`src/rtl/hs_npu_pkg.sv`:
```
// Shared types for the NPU memory bridge: the 32-bit bus word and the
// bridge state encoding.
package hs_npu_pkg;

    typedef logic [31:0] uword;

    typedef enum logic [2:0] {
        IDLE,
        RD_ISSUE,
        RD_DRAIN,
        WR,
        DONE
    } hs_npu_mem_bridge_state_t;

endpackage

```
`src/rtl/hs_npu_mem_bridge.sv`:
```
// Bridges NPU line-wide reads/writes onto a pipelined Avalon-MM master,
// issuing one bus word per accepted command and reassembling read lines.
module hs_npu_mem_bridge
    import hs_npu_pkg::*;
#(
    parameter int unsigned WORDS_PER_LINE = 2,
    parameter int unsigned WORD_STRIDE    = 4
) (
    input  logic                            clk,
    input  logic                            rst_n,
    input  logic                            npu_read_ready_i,
    input  logic                            npu_write_valid_i,
    input  uword                            npu_address_i,
    input  uword [WORDS_PER_LINE-1:0]       npu_data_i,
    output logic                            npu_valid_o,
    output uword [WORDS_PER_LINE-1:0]       npu_data_o,
    output uword                            avm_address,
    output logic                            avm_read,
    output logic                            avm_write,
    output uword                            avm_writedata,
    input  logic                            avm_waitrequest,
    input  uword                            avm_readdata,
    input  logic                            avm_readdatavalid
);

    localparam int unsigned   CW   = $clog2(WORDS_PER_LINE + 1);
    localparam int unsigned   IW   = (WORDS_PER_LINE > 1) ? $clog2(WORDS_PER_LINE) : 1;
    localparam logic [CW-1:0] FULL = CW'(WORDS_PER_LINE);
    localparam logic [CW-1:0] LAST = CW'(WORDS_PER_LINE - 1);
    localparam logic [CW-1:0] ONE  = CW'(1);

    hs_npu_mem_bridge_state_t   state_q, state_d;
    logic                       armed_q, armed_d;
    uword                       base_q;
    uword [WORDS_PER_LINE-1:0]  wr_data_q;
    logic [CW-1:0]              issue_q, issue_d;
    logic [CW-1:0]              recv_q, recv_d;
    logic                       load_base;
    logic                       rd_store;
    logic [IW-1:0]              issue_idx;
    logic [IW-1:0]              recv_idx;
    uword                       word_addr;

    assign issue_idx = issue_q[IW-1:0];
    assign recv_idx  = recv_q[IW-1:0];
    assign word_addr = base_q + uword'(issue_q) * uword'(WORD_STRIDE);

    always_ff @(posedge clk or negedge rst_n) begin
        if (!rst_n) begin
            state_q    <= IDLE;
            armed_q    <= 1'b1;
            base_q     <= '0;
            wr_data_q  <= '0;
            issue_q    <= '0;
            recv_q     <= '0;
            npu_data_o <= '0;
        end else begin
            state_q <= state_d;
            armed_q <= armed_d;
            issue_q <= issue_d;
            recv_q  <= recv_d;
            if (load_base) begin
                base_q <= npu_address_i;
                if (npu_write_valid_i) begin
                    wr_data_q <= npu_data_i;
                end
            end
            if (rd_store) begin
                npu_data_o[recv_idx] <= avm_readdata;
            end
        end
    end

    always_comb begin
        state_d       = state_q;
        issue_d       = issue_q;
        recv_d        = recv_q;
        load_base     = 1'b0;
        rd_store      = 1'b0;
        npu_valid_o   = 1'b0;
        avm_read      = 1'b0;
        avm_write     = 1'b0;
        avm_address   = '0;
        avm_writedata = '0;

        // Responses are collected in both read states so one arriving in the
        // same cycle as the final accept is still counted before deciding DONE.
        if ((state_q == RD_ISSUE || state_q == RD_DRAIN) && avm_readdatavalid
            && recv_q != FULL) begin
            rd_store = 1'b1;
            recv_d   = recv_q + ONE;
        end

        case (state_q)
            IDLE: begin
                issue_d = '0;
                recv_d  = '0;
                if (armed_q && npu_write_valid_i) begin
                    load_base = 1'b1;
                    state_d   = WR;
                end else if (armed_q && npu_read_ready_i) begin
                    load_base = 1'b1;
                    state_d   = RD_ISSUE;
                end
            end
            RD_ISSUE: begin
                avm_read    = 1'b1;
                avm_address = word_addr;
                if (!avm_waitrequest) begin
                    issue_d = issue_q + ONE;
                    if (issue_q == LAST) begin
                        state_d = (recv_d == FULL) ? DONE : RD_DRAIN;
                    end
                end
            end
            RD_DRAIN: begin
                if (recv_d == FULL) begin
                    state_d = DONE;
                end
            end
            WR: begin
                avm_write     = 1'b1;
                avm_address   = word_addr;
                avm_writedata = wr_data_q[issue_idx];
                if (!avm_waitrequest) begin
                    issue_d = issue_q + ONE;
                    if (issue_q == LAST) begin
                        state_d = DONE;
                    end
                end
            end
            DONE: begin
                npu_valid_o = 1'b1;
                state_d     = IDLE;
            end
            default: state_d = IDLE;
        endcase
    end

    // Disarm on completion so a request still held high cannot retrigger.
    always_comb begin
        armed_d = armed_q;
        if (state_d == DONE && state_q != DONE) begin
            armed_d = 1'b0;
        end else if (!npu_read_ready_i && !npu_write_valid_i) begin
            armed_d = 1'b1;
        end
    end

endmodule

```
`config.mk`:
```
export PLATFORM = sky130hd
export DESIGN_NAME = hs_npu_mem_bridge
export DESIGN_NICKNAME = d
export VERILOG_FILES = /design/src/rtl/hs_npu_pkg.sv /design/src/rtl/hs_npu_mem_bridge.sv
export SDC_FILE = /design/constraint.sdc
export NUM_CORES = 1
export LEC_CHECK = 0
export ABC_AREA = 1
export CORE_AREA = 2 2 117 119
export CTS_BUF_LIST = sky130_fd_sc_hd__clkbuf_16
export DETAILED_ROUTE_END_ITERATION = 6
export DIE_AREA = 0 0 119 121
export DONT_BUFFER_PORTS = 1
export PLACE_DENSITY = 0.79
export SYNTH_ARGS = -nofsm -noshare
export SYNTH_HDL_FRONTEND = slang
export SYNTH_SLANG_ARGS = --single-unit
```
`constraint.sdc`:
```
create_clock -name clk -period 2.4 [get_ports clk]
set_input_delay 0.36 -clock clk [delete_from_list [all_inputs] [get_ports clk]]
set_output_delay 0.36 -clock clk [all_outputs]
set_load 0.01 [all_outputs]
```
==> results by group, run 1 <==
Run status
  – Outcome: finished, violations left
  – Violated checks: negative hold slack, negative setup slack

Synthesis
  – Share of the synthesized area in the top cell type: 50.7%
  – Mean post-synth cell area: between 9 and 10 um^2
  – Syn Inst Count: ~850
  – Synth cell types: 30
  – Synth area leaders: dfrtp_1, mux2_2, nand2_1
  – Post-Syn Nets: 993
  – Synth area leader: dfrtp_1
  – YS warnings: 0
  – Synthesized area: 0.00824 mm^2
  – Seq/Total Area, Yosys: 51.0%
  – #FFs+latches synth: ~170

Placed design
  – Placed cell areas: 0.00845 mm^2
  – GP Congestion: 0.928
  – Inst Count DP: roughly 1,000
  – Setup slack at placement: approximately 0.2 ns
  – Final HPWL DP: 13,800 um
  – Port Buf Inserts: 0

STA
  – Final hold violation count: approximately 170
  – Tcrit/Tclk final: 104%
  – Worst Hold Margin: -0.379 ns
  – Clk_skew: roughly 0.0086 ns
  – Final WS setup: -0.0877 ns
  – Unrepaired setup endpoints after global routing: yes
  – Setup violators final: 9
  – Slew @ Worst Pin: 0.506 ns
  – Fin. max-slew vios: 0
  – Slew headroom: between 60% and 70%
  – Fmax achieved: between 400 and 500 MHz
  – Final worst path period need: between 2 and 2.5 ns

Drt
  – Drt via density: approximately 5.6
  – Uppermost layer routed: met4
  – Initial DRC count: approximately 370
  – DR WL/cell: around 19 um
  – Total wire length: between 15,000 and 20,000 um
  – Met2 Routed Length: around 10,000 um
  – Pre-antenna DRT Iters: 5
  – WL met1: around 7400 um
  – DRC Markers: 0
  – Antenna Nets Post-Route: 0
  – Via count: slightly below 6,000
  – Met3 routed WL: between 1500 and 2000 um

Floorplanning
  – Row Count: 42
  – Die width: roughly 120 um
  – Ports: around 270
  – Initial Util: between 60% and 70%
  – Core box area: 0.0131 mm^2
  – Die area: approximately 0.014 mm^2
  – Die height: ~120 um

GRT
  – Largest net degree at the start of global routing: 169
  – GR Overflow Total: 0
  – First-pass GRT wire length: slightly above 30,000 um
  – Number of global-route vias before repair: between 6,000 and 7,000
  – Initial antenna violation count: 0
  – GRT Total Usage: 27.5%

Cells and area
  – Fin util: between 70 and 80%
  – Area delta synth->final: 12.1%
  – NumNets Final: 1,004
  – Fraction of layout cells with a size suffix above 1: 26.6%
  – Antenna diode count: 0
  – Post-Layout Inst Area: 0.00924 mm^2
  – Final cell count without fillers: around 1,100

Clock network
  – Num CTS Buffers: 17
  – H-tree levels: 4
  – CTS sink count: 168
  – Root buffer cell: clkbuf_16
  – CTS tree: done
  – Clock Path Buffers: 2
  – Clk_lat worst skew: about 0.43 ns
  – Clock transition at path regs: approximately 0.06 ns

Setup path
  – Launching point of the worst reg2reg path: recv_q[0]
  – Crit path DAT: about 2.1 ns
  – Worst Setup End Kind: output pin
  – WS Path Type: reg2out
  – Worst-path fanout max: 3
  – R2r worst-path depth: 8
  – Crit path required time: roughly 2 ns
  – R2R Path End: npu_data_o[2]
  – Critical Path Start Type: register
  – R2R Setup Slk: 0.40 ns

Pwr
  – VDD IR max: 0.861 mV
  – Power Total: around 0.014 W
  – P per Cell Area: about 1500 mW/mm^2
  – P_leak: approximately 4.7 nW

Job
  – Max_cap viols: 0

Worst hold path
  – Hold Path Class: in2async
==> what timing repair did <==
| action | in CTS | in global routing |
|---|---|---|
| pin swaps | 5 | 8 |
| resized for setup | 24 | 33 |
| hold endpoints to repair | 168 | 168 |
| setup buffers | 4 | 4 |
| setup endpoints to repair | 17 | 58 |
==> cells in the final DEF (no fill, tap or decap), drive strengths merged, types with 5 or more instances in the layout <==
cell type  instances
nand2            230
dfrtp            167
mux2             128
nor2             101
inv               95
a21oi             28
buf               27
o21ai             23
nand3             20
clkbuf            17
xnor2              6
ha                 6
nor3               5
clkinv             5
==> cell usage after synthesis <==
| library cell | count |
|---|---|
| buf_4 | 2 |
| o21ai_0 | 19 |
| buf_2 | 15 |
| a21o_1 | 2 |
| mux2_2 | 79 |
| a21oi_1 | 27 |
| buf_1 | 2 |
| nor2_1 | 98 |
| inv_1 | 88 |
| nand2_1 | 230 |
| nor2_4 | 1 |
| o21ai_1 | 4 |
| a21oi_2 | 1 |
| nor2_2 | 2 |
| nand3b_1 | 2 |
| dfstp_2 | 1 |
| inv_2 | 2 |
| nand3_1 | 19 |
| xnor2_1 | 6 |
| xor2_1 | 2 |
| dfrtp_1 | 167 |
| buf_6 | 6 |
| nor3_1 | 5 |
| fa_1 | 1 |
| nand4_1 | 4 |
| mux2_4 | 49 |
| clkbuf_1 | 10 |
| nand3_2 | 1 |
| clkinv_1 | 1 |
| ha_1 | 6 |
==> stage by stage <==
stage          hold WS (ns)  TNS [ns]
2_1_floorplan        0.0644         0
3_3_place_gp         0.0680         0
3_5_place_dp         0.0667         0
4_1_cts              -0.392    -0.275
5_1_grt              -0.409     -2.24
6_report             -0.379    -0.399
==> state kept, by name, summed over array words and instances, names as in the netlist <==
name	cells
npu_data_o	64
issue_q	2
armed_q	1
state_q	3
wr_data_q	64
recv_q	2
base_q	32
==> worst max-delay path by stage <==
stage	start	slack (ns)	to	cells past startpoint
floorplan	issue_q[0]	0.32	avm_address[26]	11
global placement	base_q[2]	0.23	avm_address[26]	11
detailed placement	issue_q[0]	0.21	avm_address[26]	11
CTS	issue_q[0]	-0.08	avm_address[24]	10
global route	base_q[2]	-0.21	avm_address[26]	11
finish	issue_q[0]	-0.09	avm_address[26]	11
==> report_power, final <==
part	internal [W]	total [W]	switching, W
Clock	0.00153	0.00268	0.00114
Sequential	0.00427	0.00563	0.00136
Combinational	0.00248	0.00532	0.00284
==> area by class of cell <==
| type | count | area (um^2) |
|---|---|---|
| Clock buffer | 17 | 425 |
| Clock inverter | 15 | 150 |
| Fill cell | 986 | 3840 |
| Inverter | 91 | 344 |
| Multi-Input combinational cell | 558 | 3640 |
| Sequential cell | 168 | 4210 |
| Tap cell | 176 | 220 |
| Timing Repair Buffer | 27 | 251 |
==> cells by family after synthesis <==
logic type / synth area share (%)
AO/OA/AOI/OAI: 3.33
adder cells (fa/ha/maj): 1.15
flip-flops: 51.0
AND/OR/NAND/NOR: 17.3
buffers and inverters: 6.61
XOR/XNOR: 0.850
multiplexers: 19.7
==> metal layers <==
| layer | up-vias | track usage [%] |
|---|---|---|
| met1 | 2925 | 33.3 |
| met3 | 29 | 9.59 |
| met4 | 0 | 9.67 |
| li1 | 2719 | - |
| met5 | - | 0 |
| met2 | 255 | 45.9 |
==> critical path: stages, from the launching register on <==
cell and delay (ns):
dfrtp_1 0.36, ha_2 0.19, inv_2 0.04, fa_2 0.35, inv_2 0.10, nand3_4 0.11
inv_4 0.10, nand2_4 0.07, inv_2 0.07, a21o_1 0.10, nand2_1 0.05, nor2_2 0.15
Note: power is estimated with default switching activity, not from simulation.
==> run 2, diff against run 1 <==
==> constraint.sdc (replaced) <==
create_clock -name clk -period 2.4 [get_ports clk]
set_input_delay 0.6 -clock clk [delete_from_list [all_inputs] [get_ports clk]]
set_output_delay 0.6 -clock clk [all_outputs]
set_load 0.01 [all_outputs]
==> run 2 against run 1 <==
Compared with the run above: die area is the same; sequential share of layout area is 0.85 points lower; final area is 1.9% higher; power is 1.9% higher; worst setup slack worse by 0.23 ns; the run still ends with negative hold slack, negative setup slack left; clock-buffer cell count did not move; register-to-register slack gained 0.11 ns; largest power group unchanged; critical path depth fell by 2.
==> results by group, run 2 (synthesis results as in run 1) <==
GRT
  – GR Overflow Total: 0 (unchanged)
  – First-pass GRT wire length: 31,100 um (+1.3%)
  – Initial antenna violation count: 0 (unchanged)
  – GRT Total Usage: 27.9% (+0.44 points)
  – Number of global-route vias before repair: 5,862 (-3.2%)
  – Largest net degree at the start of global routing: 169 (unchanged)

Clock network
  – Num CTS Buffers: 17 (unchanged)
  – Clk_lat worst skew: 0.43 ns (about the same)
  – Clock Path Buffers: 2 (unchanged)
  – Root buffer cell: clkbuf_16
  – CTS tree: done
  – Clock transition at path regs: 0.07 ns (about the same)
  – H-tree levels: 4 (unchanged)
  – CTS sink count: 168 (unchanged)

Setup path
  – Critical Path Start Type: register
  – Largest delay contributor family on the critical path: adder cells
  – Slowest cell on the critical path: dfrtp_1
  – Launching point of the worst reg2reg path: recv_q[0]
  – Crit path DAT: 2.12 ns (about the same)
  – Crit path required time: 1.80 ns (-0.24 ns)
  – Worst-path fanout max: 3 (unchanged)
  – CP bufs+invs: 3 (-1)
  – R2R Path End: npu_data_o[60]
  – R2r worst-path depth: 8 (unchanged)
  – Largest stage delay on the critical path: 0.36 ns (about the same)
  – Cells along the critical path: ha_2 > inv_2 > fa_2 > inv_2 > nand3_4 > buf_4 > nor2_4 > nand3b_1 > a21oi_2
  – Top cell by count, worst path: inv_2
  – R2R Setup Slk: 0.51 ns (+0.11 ns)
  – WS Path Type: reg2out
  – Worst Setup End Kind: output pin

Placed design
  – Port Buf Inserts: 0 (unchanged)
  – GP Congestion: 0.943 (+1.6%)
  – Placed cell areas: 0.00853 mm^2 (+0.89%)
  – Final HPWL DP: 14,300 um (+3.1%)

STA
  – Final WS setup: -0.316 ns (-0.228 ns)
  – Setup TNS Final: -7.99 ns (-7.60 ns)
  – Slew headroom: 61.9% (-4.1 points)
  – Clk_skew: 0.0178 ns (+0.00916 ns)
  – Slew @ Worst Pin: 0.567 ns (+0.0617 ns)
  – Fmax achieved: 368 MHz (-8.4%)
  – Fin. max-slew vios: 0 (unchanged)
  – Final worst path period need: 2.72 ns (+0.228 ns)
  – Worst Hold Margin: -0.135 ns (+0.243 ns)
  – Unrepaired setup endpoints after global routing: yes
  – Setup violators final: 60 (+51)
  – Final hold violation count: 167 (-0.60%)
  – Tcrit/Tclk final: 113% (+9.5 points)

Cells and area
  – Antenna diode count: 0 (unchanged)
  – Commonest non-fill, non-tap cell in the layout: nand2_1
  – Fraction of layout cells with a size suffix above 1: 29.5% (+2.9 points)
  – Fillers: 948 (-3.9%)
  – Top Registers: npu_data_o x64, wr_data_q x64, base_q x32
  – Commonest cells after routing, fill and taps aside: nand2_1, dfrtp_1, inv_1
  – Area delta synth->final: 14.3%
  – NumNets Final: 1,014 (+1.0%)
  – Post-Layout Inst Area: 0.00942 mm^2 (+1.9%)

Drt
  – Total wire length: 20,000 um (+2.7%)
  – Via count: 5,875 (-0.89%)
  – Drt via density: 5.54 (-1.7%)
  – Pre-antenna DRT Iters: 7 (+2)
  – Initial DRC count: 423 (+15%)
  – Antenna Nets Post-Route: 0 (unchanged)
  – DR WL/cell: 18.9 um (+1.8%)
  – DRC Markers: 0 (unchanged)

Floorplanning
  – Die area: 0.0144 mm^2 (unchanged)
  – Die height: 121 um (unchanged)
  – Ports: 265 (unchanged)
  – Die width: 119 um (unchanged)
  – Row Count: 42 (unchanged)
  – Initial Util: 63.0% (unchanged)
  – Core box area: 0.0131 mm^2 (unchanged)

Run status
  – Violated checks: negative hold slack, negative setup slack
  – Outcome: finished, violations left

Worst hold path
  – Hold Path Class: in2async

Pwr
  – VDD IR max: 0.819 mV (-4.9%)
  – P per Cell Area: 1470 mW/mm^2 (about the same)
  – P_leak: 4.78 nW (+0.81%)

Job
  – Max_cap viols: 0 (unchanged)
## run 2: changes by cell type in the layout (fill, tap and decap cells not counted), moves of 3 or more
cell / delta
buf_4: +9
nor2_1: -8
nor2_2: +3
nor2_4: +5
o21ai_1: +3
xnor2_1: -3
xnor2_2: +3
## run 2: worst reg2reg max path: stages, from the launching register on
cell and delay, ns:
dfrtp_1 0.35, inv_1 0.06, ha_1 0.19, nor2_1 0.14, nand2_1 0.09, inv_1 0.08, ha_1 0.19, buf_4 0.29
mux2_2 0.39
## run 2: worst max-delay path by stage
stage,depth (start not counted),to,from,slack (ns)
detailed placement,11,avm_address[26],issue_q[0],-0.009
floorplan,11,avm_address[26],issue_q[0],0.08
finish,9,avm_address[30],issue_q[0],-0.32
global placement,11,avm_address[26],base_q[2],0.03
global route,11,avm_address[26],issue_q[0],-0.44
CTS,10,avm_address[18],issue_q[0],-0.34
## run 2: metrics by stage
| stage | setup WS [ns] | utilization [%] | cells | total power, W | hold WS (ns) |
|---|---|---|---|---|---|
| 3_3_place_gp | 0.0339 | 65.2 | 1023 | 0.0105 | 0.308 |
| 5_1_grt | -0.437 | 72.0 | 1061 | 0.0148 | -0.161 |
| 3_5_place_dp | -0.00860 | 65.2 | 1023 | 0.0109 | 0.306 |
| 4_1_cts | -0.343 | 70.7 | 1057 | 0.0137 | -0.152 |
| 2_1_floorplan | 0.0798 | - | 852 | 0.00942 | 0.304 |
| 6_report | -0.316 | 72.0 | 1061 | 0.0139 | -0.135 |
## run 2: cell type report
class	count	area [um^2]	share of cell area, %
timing repair buffer	37	334	3.55
inverter	91	347	3.68
multi-input combinational	558	3740	39.7
clock buffer	17	425	4.52
tap	176	220	2.34
sequential	168	4210	44.7
clock inverter	14	141	1.50
## run 2: per-layer routing
metal	share of wire [%]	routed length [um]	track usage (%)
met1	39	7850	34.6
met2	51	10200	47.0
met3	7.8	1560	8.08
met4	2.1	422	9.67
met5	0	0	0
## run 2: power breakdown
| group | switching, W | leakage, nW | internal [W] |
|---|---|---|---|
| combinational | 0.00297 | 2.52 | 0.00263 |
| sequential | 0.00138 | 1.99 | 0.00427 |
| clock | 0.00118 | 0.267 | 0.00145 |
## run 2: repair_timing
item                                    in CTS  in global routing
cloned                                       0                  0
endpoints found under the setup margin      60                 62
buffers inserted                             3                  5
gates resized for setup                     47                 38
pin swaps                                   11                 15
endpoints found under the hold margin      167                167
